## config.mk

```make
export PLATFORM = sky130hd
export DESIGN_NAME = blk_alloc_ctrl
export DESIGN_NICKNAME = d
export VERILOG_FILES = /design/src/rtl/blk_alloc_ctrl.sv
export SDC_FILE = /design/constraint.sdc
export NUM_CORES = 1
export LEC_CHECK = 0
export CAP_MARGIN = 30
export CORE_MARGIN = 5
export CORE_UTILIZATION = 40
export DETAILED_ROUTE_END_ITERATION = 10
export GPL_ROUTABILITY_DRIVEN = 1
export GPL_TIMING_DRIVEN = 0
export HOLD_SLACK_MARGIN = 0.03
export PLACE_DENSITY = 0.75
export SLEW_MARGIN = 20
export SYNTH_ARGS = -nofsm -noshare
export SYNTH_HDL_FRONTEND = slang
export SYNTH_SLANG_ARGS = --single-unit
```

## constraint.sdc

```tcl
create_clock -name clk -period 3.3 [get_ports clk]
set_input_delay 0.66 -clock clk [delete_from_list [all_inputs] [get_ports clk]]
set_output_delay 0.66 -clock clk [all_outputs]
set_load 0.01 [all_outputs]
```

## src/rtl/blk_alloc_ctrl.sv

```systemverilog
// Block allocator: turns a request length into a stream of single-block allocations taken
// from a free-block bitmap. Optional duplicate-candidate guard under BLK_ALLOC_DUP_CHK_EN.
module blk_alloc_ctrl #(
    parameter int unsigned ADDR_W = 10,
    parameter int unsigned LEN_W  = 6,
    parameter int unsigned HOLD   = 3
) (
    input  logic              clk,
    input  logic              rst,
    input  logic              req_vld,
    input  logic [LEN_W-1:0]  req_len,
    output logic              req_rdy,
    input  logic [ADDR_W-1:0] bm_addr,
    input  logic              bm_vld,
    input  logic [ADDR_W:0]   bm_num,
    output logic              mark_en,
    output logic [ADDR_W-1:0] mark_addr,
    output logic              mark_val,
    output logic              blk_vld,
    output logic [ADDR_W-1:0] blk_addr,
    output logic              blk_last,
    input  logic              blk_rdy,
    output logic              busy,
    output logic              err_dup
);

    localparam int unsigned CW = (ADDR_W + 1 > LEN_W) ? ADDR_W + 1 : LEN_W;
    localparam logic [2:0] HoldVal = 3'(HOLD);

    typedef enum logic [1:0] {StIdle, StCheck, StAlloc, StDrain} state_e;

    state_e state_q, state_d;

    logic [LEN_W-1:0]  remaining_q, remaining_d;
    logic [2:0]        hold_cnt_q, hold_cnt_d;
    logic              mark_en_q, mark_en_d;
    logic [ADDR_W-1:0] mark_addr_q, mark_addr_d;
    logic              blk_vld_q, blk_vld_d;
    logic [ADDR_W-1:0] blk_addr_q, blk_addr_d;
    logic              blk_last_q, blk_last_d;

    logic cand_vld;
    logic issue;
    logic accept;
    logic start;
    logic rem_is_one;
    logic enough_free;

    assign accept      = blk_vld_q && blk_rdy;
    assign start       = (state_q == StIdle) && req_vld && (req_len != '0);
    assign rem_is_one  = (remaining_q == LEN_W'(1));
    assign enough_free = CW'(bm_num) >= CW'(remaining_q);
    assign issue       = (state_q == StAlloc) && cand_vld && (hold_cnt_q == '0)
                         && (!blk_vld_q || blk_rdy);

`ifdef BLK_ALLOC_DUP_CHK_EN
    logic [ADDR_W-1:0] last_addr_q;
    logic              last_vld_q;
    logic              err_dup_q;
    logic              dup_hit;

    // A candidate equal to the last issued address means the bitmap failed to mark it used.
    assign dup_hit  = last_vld_q && (bm_addr == last_addr_q);
    assign cand_vld = bm_vld && !dup_hit;
    assign err_dup  = err_dup_q;

    always_ff @(posedge clk or posedge rst) begin
        if (rst) begin
            last_addr_q <= '0;
            last_vld_q  <= 1'b0;
            err_dup_q   <= 1'b0;
        end else begin
            if (issue) begin
                last_addr_q <= bm_addr;
                last_vld_q  <= 1'b1;
            end
            if ((state_q == StAlloc) && bm_vld && dup_hit && (hold_cnt_q == '0)) begin
                err_dup_q <= 1'b1;
            end
        end
    end
`else
    assign cand_vld = bm_vld;
    assign err_dup  = 1'b0;
`endif

    always_ff @(posedge clk or posedge rst) begin
        if (rst) begin
            state_q <= StIdle;
        end else begin
            state_q <= state_d;
        end
    end

    always_comb begin
        state_d = state_q;
        unique case (state_q)
            StIdle:  if (start) state_d = StCheck;
            StCheck: if (enough_free) state_d = StAlloc;
            StAlloc: if (issue && rem_is_one) state_d = StDrain;
            StDrain: if (accept) state_d = StIdle;
            default: state_d = StIdle;
        endcase
    end

    always_comb begin
        req_rdy = (state_q == StIdle);
        busy    = (state_q != StIdle);
    end

    always_comb begin
        remaining_d = remaining_q;
        hold_cnt_d  = hold_cnt_q;
        mark_en_d   = issue;
        mark_addr_d = mark_addr_q;
        blk_vld_d   = blk_vld_q;
        blk_addr_d  = blk_addr_q;
        blk_last_d  = blk_last_q;

        if (start) begin
            remaining_d = req_len;
        end else if (issue) begin
            remaining_d = remaining_q - LEN_W'(1);
        end

        // Hold-off lets the bitmap absorb the mark before its next candidate is trusted.
        if (issue) begin
            hold_cnt_d = HoldVal;
        end else if (hold_cnt_q != '0) begin
            hold_cnt_d = hold_cnt_q - 3'd1;
        end

        if (issue) begin
            mark_addr_d = bm_addr;
            blk_vld_d   = 1'b1;
            blk_addr_d  = bm_addr;
            blk_last_d  = rem_is_one;
        end else if (accept) begin
            blk_vld_d = 1'b0;
        end
    end

    always_ff @(posedge clk or posedge rst) begin
        if (rst) begin
            remaining_q <= '0;
            hold_cnt_q  <= '0;
            mark_en_q   <= 1'b0;
            mark_addr_q <= '0;
            blk_vld_q   <= 1'b0;
            blk_addr_q  <= '0;
            blk_last_q  <= 1'b0;
        end else begin
            remaining_q <= remaining_d;
            hold_cnt_q  <= hold_cnt_d;
            mark_en_q   <= mark_en_d;
            mark_addr_q <= mark_addr_d;
            blk_vld_q   <= blk_vld_d;
            blk_addr_q  <= blk_addr_d;
            blk_last_q  <= blk_last_d;
        end
    end

    assign mark_en   = mark_en_q;
    assign mark_addr = mark_addr_q;
    assign mark_val  = 1'b1;
    assign blk_vld   = blk_vld_q;
    assign blk_addr  = blk_addr_q;
    assign blk_last  = blk_last_q;

endmodule

```

==> reports/metrics.cfg <==
[grt]
overflow = 0
grtUsageMet2 = 0.243
grt-busiest-layer = met2
met1_usage = 0.150
first_global_vias = 1259
grt_max_degree = 25
grt_use_total = 0.134
globalRouteMet3Util = 0.0398
grt_pass1_wl_um = 5420
antenna_found_initial = 0

[clock_tree]
cts_buffers = 3
cts.hold.buffers_added = 0
cts_sinks = 24
tritoncts = built
cts_setup_buffers = 0
clock_latency_ns = 0.26
clk_path_buf_depth = 2
clk_pin_slew_ns = 0.08
clockRootBuffer = clkbuf_8
ctsResizeCount = 0
htree_levels = 1

[cells_and_area]
design_area_mm2 = 0.00215
area_growth_pct = 45.9
antenna_cells = 0
layout_commonest_cell = clkdlybuf4s50_1
layout_common_cells = 56 x clkdlybuf4s50_1, 44 x nand2_1, 24 x dfrtp_1, 15 x ha_1, 14 x inv_1
nets = 271
drive_gt1_frac = 0.104

[route]
first_iter_violations = 22
routed_wl_um = 3270
ant_nets = 0
vias = 1244
first_pass_iters = 4
vias_per_cell = 4.61
drc = 0
wl_per_cell_um = 12.1

[sta]
setup_tns_ns = 0
whs_ns = 0.486
hold_viol = 0
rsz0062_at_grt = false
setup_violations = 0
maxSlewViolCount = 0
finClkSkew_ns = 0.00457
finalWorstSetupSlack_ns = 0.892
period_needed_ns = 2.41
period_share = 0.730
timing.fmax_mhz = 415

[worst_hold_path]
hold_path.class = flop to flop

[yosys]
yosysUniqueCellTypes = 34
async_flop_share = 1.00
synth-edff-count = 0
netlist_area_mm2 = 0.00147
synthCells = 162
synth_area_per_cell_um2 = 9.10
yosysSeqAreaShare = 0.407
synth_nets = 209
synth_warnings = 0
synth-seq-cells = 24
synth_ff_type = dfrtp_1

[placed_design]
place_congestion = 0.739
dp_worst_setup_slack_ns = 0.622
io_buffers = 56
place_area_mm2 = 0.00209
dp_hpwl_um = 2680

[floorplan]
core_area_mm2 = 0.00361
start_util = 0.409
rows = 22
die_w_um = 70.7
die_h_um = 70.7
die_area_mm2 = 0.00500
ios = 59

[worst_setup_path]
cp-startpoint = bm_num[0]
worst_ep_required_time_ns = 3.45
critPathArrivalTime_ns = 2.56
endpoint = state_q[1]
r2r_end = state_q[1]
r2r_start = hold_cnt_q[0]
start_kind = input port
end_kind = flop
ff2ff_path_depth = 9
crit_fanout = 2
critical_path_class = input port to flop
r2r_slack_ns = 1.04

[run_status]
status = finished, final reports clean

[power_and_ir_drop]
ir_drop_v = 0.000410
leakage_nw = 1.01
total_power_mw = 1.58
powerDensity_mw_per_mm2 = 733

[run]
cap_violations = 0

-- through the flow --
step           utilization  cells
6_report             0.596    270
5_1_grt              0.596    270
4_1_cts              0.592    269
3_5_place_dp         0.581    266
3_3_place_gp         0.581    266
2_1_floorplan            -    162
-- synthesized netlist by cell type, types with 3 or more instances --
cell / n / area share
dfrtp_1: 24 / 0.41
nand2_1: 44 / 0.11
o21ai_0: 7 / 0.024
nor2_1: 6 / 0.015
inv_1: 14 / 0.036
nand3_1: 5 / 0.017
nor4_1: 3 / 0.013
buf_4: 12 / 0.061
ha_1: 15 / 0.13
xnor2_1: 5 / 0.030
-- state kept, by name, summed over array words and instances, names as in the netlist --
signal and flops:
hold_cnt_q 3, blk_last 1, state_q 2, blk_addr 10
blk_vld 1, remaining_q 6, mark_en 1
-- worst min path at each step --
stage | start | endpoint | slack [ns] | cells after the start
final | blk_last | blk_last | 0.49 | 2
after detailed placement | blk_last | blk_last | 0.47 | 2
after CTS | blk_last | blk_last | 0.49 | 2
after global routing | blk_last | blk_last | 0.54 | 2
after global placement | blk_last | blk_last | 0.46 | 2
after floorplan | hold_cnt_q[2] | hold_cnt_q[2] | 0.48 | 2
-- metal layers --
metal | up-vias | share of wire
met1 | 583 | 0.41
met2 | 21 | 0.53
met5 | - | 0
li1 | 635 | -
met3 | 5 | 0.050
met4 | 0 | 0.014
-- layout make-up --
cell class	instances	area, um^2
multi-input combinational	109	714
fill	331	1460
timing repair buffer	57	576
sequential	24	601
tap	48	60.1
buffer	14	97.6
inverter	15	61.3
clock buffer	3	41.3
-- cells by family (layout without fill, tap and decap cells) --
logic type,count (synthesis),after routing,synth area share
simple gates,69,69,0.223
buf+inv,29,89,0.108
flops,24,24,0.407
fa+ha+maj,15,15,0.127
compound gates,15,15,0.0790
xor+xnor,6,6,0.0357
other cells,2,2,0.00510
mux,2,2,0.0144
-- report_power, final --
group	switching (mW)	internal (mW)	total, mW
logic	0.390	0.494	0.884
registers	0.102	0.420	0.522
clock network	0.0898	0.0817	0.171
total	0.581	0.996	1.58
-- worst max-delay path, cell delays in order --
cell and delay, ns:
clkdlybuf4s50_1 0.45, inv_1 0.04, ha_1 0.18, nor2b_1 0.12
o21ai_0 0.19, a31oi_1 0.17, a2111oi_4 0.38, mux2_1 0.35
Power figures use the tool's default switching activity.
